**config.mk**
```make
export PLATFORM = sky130hd
export DESIGN_NAME = fadd_norm_round
export DESIGN_NICKNAME = d
export VERILOG_FILES = /design/src/rtl/fadd_pkg.sv /design/src/rtl/fadd_lzc24.sv /design/src/rtl/fadd_norm_round.sv
export SDC_FILE = /design/constraint.sdc
export NUM_CORES = 1
export LEC_CHECK = 0
export CAP_MARGIN = 25
export CORE_MARGIN = 4
export CORE_UTILIZATION = 40
export DETAILED_ROUTE_END_ITERATION = 8
export DONT_BUFFER_PORTS = 1
export RECOVER_POWER = 100
export SYNTH_ARGS = -nofsm -noshare
export SYNTH_HDL_FRONTEND = slang
export SYNTH_SLANG_ARGS = --single-unit
```
**constraint.sdc**
```tcl
create_clock -name clk -period 7.4 [get_ports clk]
set_clock_uncertainty 0.2 [all_clocks]
set_input_delay 1.11 -clock clk [delete_from_list [all_inputs] [get_ports clk]]
set_output_delay 1.11 -clock clk [all_outputs]
set_load 0.005 [all_outputs]
```
**src/rtl/fadd_pkg.sv**
```systemverilog
// Shared definitions for the float-add normalize/round back end:
// format constants, flag bit positions and the S1-to-S2 stage record.
package fadd_pkg;

    localparam int EXP_W = 8;
    localparam int MAN_W = 23;
    localparam int BIAS  = 127;
    localparam logic [31:0] QNAN = 32'h7FC00000;

    // Bit positions inside out_flags = {overflow, underflow, inexact}
    localparam int FLAG_OVF = 2;
    localparam int FLAG_UNF = 1;
    localparam int FLAG_INX = 0;

    typedef struct packed {
        logic        sign;
        logic [8:0]  exp;
        logic [23:0] mant;
        logic        g;
        logic        r;
        logic        s;
        logic        inf;
        logic        nan;
    } s1_t;

endpackage

```
**src/rtl/fadd_lzc24.sv**
```systemverilog
// Combinational leading-zero counter over 24 bits; all-zero input yields 24.
module fadd_lzc24 (
    input  logic [23:0] vec,
    output logic [4:0]  count
);

    // Scanning upward lets the highest set bit win the final assignment.
    always_comb begin
        count = 5'd24;
        for (int i = 0; i < 24; i++) begin
            if (vec[i]) begin
                count = 5'(23 - i);
            end
        end
    end

endmodule

```
**src/rtl/fadd_norm_round.sv**
```systemverilog
// Two-stage normalize (S1) and round-to-nearest-even/pack (S2) pipeline
// for a single-precision adder, with valid/ready flow control.
module fadd_norm_round
    import fadd_pkg::*;
(
    input  logic        clk,
    input  logic        rst,
    input  logic        in_valid,
    output logic        in_ready,
    input  logic        in_sign,
    input  logic [7:0]  in_exp,
    input  logic [24:0] in_sum,
    input  logic [2:0]  in_grs,
    input  logic        in_inf,
    input  logic        in_nan,
    output logic        out_valid,
    input  logic        out_ready,
    output logic [31:0] out_result,
    output logic [2:0]  out_flags
);

    logic             s1_valid;
    logic             s2_valid;
    logic             s1_adv;
    logic             s2_adv;
    s1_t              s1_reg;
    s1_t              s1_next;
    logic [4:0]       lz;
    logic [4:0]       sh;
    logic [25:0]      vec_sh;

    logic             inc;
    logic [24:0]      mant_r;
    logic [8:0]       exp_r;
    logic [MAN_W-1:0] frac;
    logic             inexact;
    logic [31:0]      result_next;
    logic [2:0]       flags_next;

    assign s2_adv    = !s2_valid || out_ready;
    assign s1_adv    = !s1_valid || s2_adv;
    assign in_ready  = s1_adv;
    assign out_valid = s2_valid;

    fadd_lzc24 u_lzc (
        .vec   (in_sum[23:0]),
        .count (lz)
    );

    // S1: normalize
    always_comb begin
        s1_next      = '0;
        sh           = '0;
        vec_sh       = '0;
        s1_next.sign = in_sign;
        s1_next.inf  = in_inf;
        s1_next.nan  = in_nan;
        if (in_sum[24]) begin
            s1_next.mant = in_sum[24:1];
            s1_next.g    = in_sum[0];
            s1_next.r    = in_grs[2];
            s1_next.s    = in_grs[1] | in_grs[0];
            s1_next.exp  = {1'b0, in_exp} + 9'd1;
        end else if (in_sum == '0 && in_grs == '0) begin
            // Exact zero is forced to +0; the sign only survives for infinities.
            s1_next.sign = in_inf & in_sign;
        end else begin
            if ({3'b000, lz} < in_exp) begin
                sh          = lz;
                s1_next.exp = {1'b0, in_exp} - {4'b0000, lz};
            end else begin
                sh          = (in_exp == 8'd0) ? 5'd0 : in_exp[4:0] - 5'd1;
                s1_next.exp = '0;
            end
            vec_sh       = {in_sum[23:0], in_grs[2], in_grs[1]} << sh;
            s1_next.mant = vec_sh[25:2];
            s1_next.g    = vec_sh[1];
            s1_next.r    = vec_sh[0];
            s1_next.s    = in_grs[0];
        end
    end

    // S2: round to nearest even and pack
    always_comb begin
        inc     = s1_reg.g & (s1_reg.r | s1_reg.s | s1_reg.mant[0]);
        mant_r  = {1'b0, s1_reg.mant} + {24'd0, inc};
        exp_r   = s1_reg.exp;
        frac    = mant_r[22:0];
        inexact = s1_reg.g | s1_reg.r | s1_reg.s;
        if (mant_r[24]) begin
            exp_r = s1_reg.exp + 9'd1;
            frac  = mant_r[23:1];
        end else if (s1_reg.exp == 9'd0 && mant_r[23]) begin
            // Subnormal rounded up into the smallest normal.
            exp_r = 9'd1;
        end
        result_next           = {s1_reg.sign, exp_r[7:0], frac};
        flags_next            = '0;
        flags_next[FLAG_UNF]  = (exp_r == 9'd0) & inexact;
        flags_next[FLAG_INX]  = inexact;
        if (s1_reg.nan) begin
            result_next = QNAN;
            flags_next  = '0;
        end else if (s1_reg.inf) begin
            result_next = {s1_reg.sign, 8'hFF, 23'd0};
            flags_next  = '0;
        end else if (exp_r >= 9'd255) begin
            result_next          = {s1_reg.sign, 8'hFF, 23'd0};
            flags_next           = '0;
            flags_next[FLAG_OVF] = 1'b1;
            flags_next[FLAG_INX] = 1'b1;
        end
    end

    always_ff @(posedge clk or posedge rst) begin
        if (rst) begin
            s1_valid <= 1'b0;
        end else if (s1_adv) begin
            s1_valid <= in_valid;
        end
    end

    always_ff @(posedge clk) begin
        if (s1_adv && in_valid) begin
            s1_reg <= s1_next;
        end
    end

    always_ff @(posedge clk or posedge rst) begin
        if (rst) begin
            s2_valid   <= 1'b0;
            out_result <= 32'h0;
            out_flags  <= 3'b000;
        end else if (s2_adv) begin
            s2_valid <= s1_valid;
            if (s1_valid) begin
                out_result <= result_next;
                out_flags  <= flags_next;
            end
        end
    end

endmodule

```
==> key figures <==
Place
  – # port buffers: 0
  – Cell Area, Placed: approximately 6100 um^2
  – DP HPWL: 12550 um
  – Final Wtd Congestion: 1.012

Clocking
  – Clk Latency, worst-skew pair: roughly 0.33 ns
  – CTS root buf: clkbuf_16
  – CTS tree: yes
  – Setup bufs post-CTS: 0
  – Clock Sinks: 76
  – # hold bufs at CTS: 0
  – Num CTS Buffers: 9
  – H-tree levels: 3
  – Worst-path clk slew: 0.05 ns
  – Post-CTS sizing: 0
  – CTS max path bufs: 2

Critical path
  – Crit Path Class: input pin to flop
  – Crit Reg-Reg Endpoint: out_result[8]
  – Worst path required time: 7.27 ns
  – Worst endpoint data arrival time: 6.29 ns
  – CP endpoint kind: flop
  – Crit path max fanout: 37
  – R2R depth: 12
  – Setup crit end: s1_reg[23]
  – Crit Reg-Reg Startpoint: s1_reg[4]
  – Reg2reg setup slack: 2.18 ns
  – Critical Path Start Type: input pin
  – CP startpoint: in_sum[3]

Power
  – Combinational power share: roughly 20%
  – Pint: 0.8493 mW
  – Seq pwr share: 44.3%
  – NetSw: 0.3274 mW
  – Pwr/cell area: 185.8 nW/um^2
  – Switch share: 27.82%
  – Clk pwr share: ~36%
  – Final Power: 1.177 mW
  – Worst VDD drop: 0.00009921 V
  – LEAKAGE: about 2.4 nW

Synthesis
  – Post-Synth Adder-Cell Area: 2.626%
  – Fraction of synthesized area in multiplexers: 14.50%
  – Syn nets: approximately 710
  – Seq/Total Area, Yosys: about a third
  – Syn Area/Cell: between 9 and 10 um^2
  – Prevailing post-synth register cell: edfxtp_1
  – Synth warn: 0
  – Post-Syn Area: between 6000 and 7000 um^2
  – Synth area leader: edfxtp_1
  – Synth Register Bits: 76
  – Synth Area in Simple Gates: 21.15%
  – Post-synthesis compound-gate area fraction: 17.34%
  – Main combinational cell family by area after synthesis: simple AND/OR/NAND/NOR gates
  – Synth top area cells: edfxtp_1 20%, dfrtp_1 15%, mux2i_1 8.5%
  – XOR/XNOR share of the synthesized area: 4.959%
  – Mapped Cells: 657
  – Top cell type's share of synthesized area: 19.50%
  – Unique cell type count in the Yosys netlist: between 70 and 80
  – EDFF count, synth: 39
  – Asr flop ratio synth: 48.68%

Global routing
  – Vias in the first global route: just under 5000
  – First-pass GRT wire length: 25410 um
  – GRT Resource Usage Total: 18.72%
  – Largest net degree at the start of global routing: 40
  – GR Overflow Total: 0
  – Initial antenna violation count: 0

STA
  – Fmax: approximately 0.16 GHz
  – Normalized max-slew margin: -30.94%
  – Max Slew Vio Count: 75
  – Worst-Margin Slew: 1.964 ns
  – Crit path time final: 6.415 ns
  – Hold Fails Final Rpt: 0
  – Setup tns final: 0 ns
  – Tcrit/Tclk final: 86.69%
  – Unrepaired setup endpoints after global routing: false
  – Setup-failing EPs final: 0

Detailed routing
  – WL/cell: roughly 20 um
  – DRT Wirelength: 16070 um
  – Initial detailed-routing violation count: 365
  – DRT Pass-1 Iters: 5
  – Antenna-violating nets left: 0
  – DRC viols: 0
  – Vias post-DR: about 5100
  – Vias per cell: 6.152

Finish
  – Layout area overhead: 5.501%
  – Largest register FFs: 39
  – Fill cell count: 1431
  – Most common cell after layout, fill and taps aside: nand2_1
  – Sequential cell area: ~2100 um^2
  – Most frequent cells in the layout: 83 x nand2_1, 55 x nor2_1, 51 x mux2i_1, 39 x edfxtp_1, 37 x dfrtp_1
  – Area of the multi-input gates: around 3600 um^2
  – Share of layout cells above drive strength 1: 6.729%
  – N_diodes: 0
  – Post-route cell area: 6335 um^2
  – Nets@finish: 689

Floorplan
  – Row count: 44
  – Die height: 130.5 um
  – Die area: 17040 um^2
  – Ports: 80
  – Initial core utilization: 41.00%
  – DIE WIDTH: 130.5 um
  – Core area: 14640 um^2

Worst hold path
  – HP Class: flop to flop
  – Worst hold stages: 2

Status
  – Failing checks: max-capacitance violations, max-slew violations
  – Status: finished with violations

Run
  – Max-cap violation count: 2
-- synth_stat cells (3+ instances only) --
cell / n
dfrtp_1: 37
a221o_1: 4
mux2i_1: 51
a21oi_1: 26
nor2b_1: 8
and2_1: 8
buf_2: 10
and4_1: 3
nor3_1: 19
o221ai_1: 3
o21bai_1: 3
nor4_1: 14
a21o_1: 4
nand2_1: 83
xor2_1: 18
nor2_1: 55
o211ai_1: 8
nand3_1: 27
o22ai_1: 7
nand2b_1: 8
a22o_1: 14
clkbuf_1: 20
a22oi_1: 3
xnor2_1: 16
mux2_2: 8
o31ai_1: 5
buf_6: 4
o21a_1: 4
and3_1: 7
nand4_1: 7
ha_1: 11
edfxtp_1: 39
inv_1: 18
or3_1: 4
o21ai_0: 35
a211o_1: 3
mux4_2: 10
a31oi_1: 7
-- worst min-delay path by stage --
stage                           to           start  slack [ns]
floorplan           out_result[31]      s1_reg[38]        0.25
global placement    out_result[31]  out_result[31]        0.29
detailed placement  out_result[31]  out_result[31]        0.30
CTS                 out_result[18]  out_result[18]        0.31
global route        out_result[18]  out_result[18]        0.34
finish              out_result[18]  out_result[18]        0.30
-- per-stage QoR --
step | cells | setup slack, ns | utilization, % | hold slack, ns
6_report | 823 | 0.9846 | 43.26 | 0.3013
5_1_grt | 823 | 0.6800 | 43.26 | 0.3407
4_1_cts | 822 | 1.311 | 43.44 | 0.3089
3_5_place_dp | 806 | 0.9871 | 41.45 | 0.2968
3_3_place_gp | 806 | 1.092 | 41.45 | 0.2852
2_1_floorplan | 657 | 2.110 | - | 0.2523
-- kinds of logic after synthesis --
logic type | Yosys count
and+or+nand+nor | 257
AOI/OAI and AO/OA | 149
DFF | 76
muxes | 71
buffers and inverters | 58
xor gates and xnor gates | 34
adders and majority gates | 12
-- power by group through the flow --
stage | sequential [mW] | clock (mW) | combinational (mW)
after floorplan | 0.518 | 0 | 0.201
after global placement | 0.528 | 0 | 0.234
after detailed placement | 0.530 | 0 | 0.236
after CTS | 0.521 | 0.428 | 0.237
after global routing | 0.527 | 0.447 | 0.262
final | 0.522 | 0.417 | 0.238
-- worst max-delay path, stage by stage --
cell and delay [ns]:
or4_1 0.54, nor4b_1 0.62, o31ai_1 0.19, ha_1 0.36, o21a_1 0.13, o31a_1 0.13, o31ai_1 0.35, and2_0 0.60
mux2_2 0.92, mux4_2 0.44, and2_0 0.17, a31oi_1 0.30, o22ai_1 0.13, a221o_1 0.29
-- layout make-up --
type,instances,share of cell area [%]
clock buffers,9,3.555
clock inverters,7,1.047
inverters,18,1.067
multi-input cells,523,56.69
flip-flops and latches,76,33.10
well taps,184,3.634
repair buffers,6,0.9086
-- metal layers --
metal | part of all wire [%] | track usage (%) | up-vias
met1 | 45 | 25.64 | 2399
met2 | 44 | 28.46 | 230
met3 | 8.6 | 4.309 | 33
li1 | - | - | 2401
met5 | 0 | 0 | -
met4 | 2.8 | 7.985 | 0
Note: power is estimated with default switching activity, not from simulation.
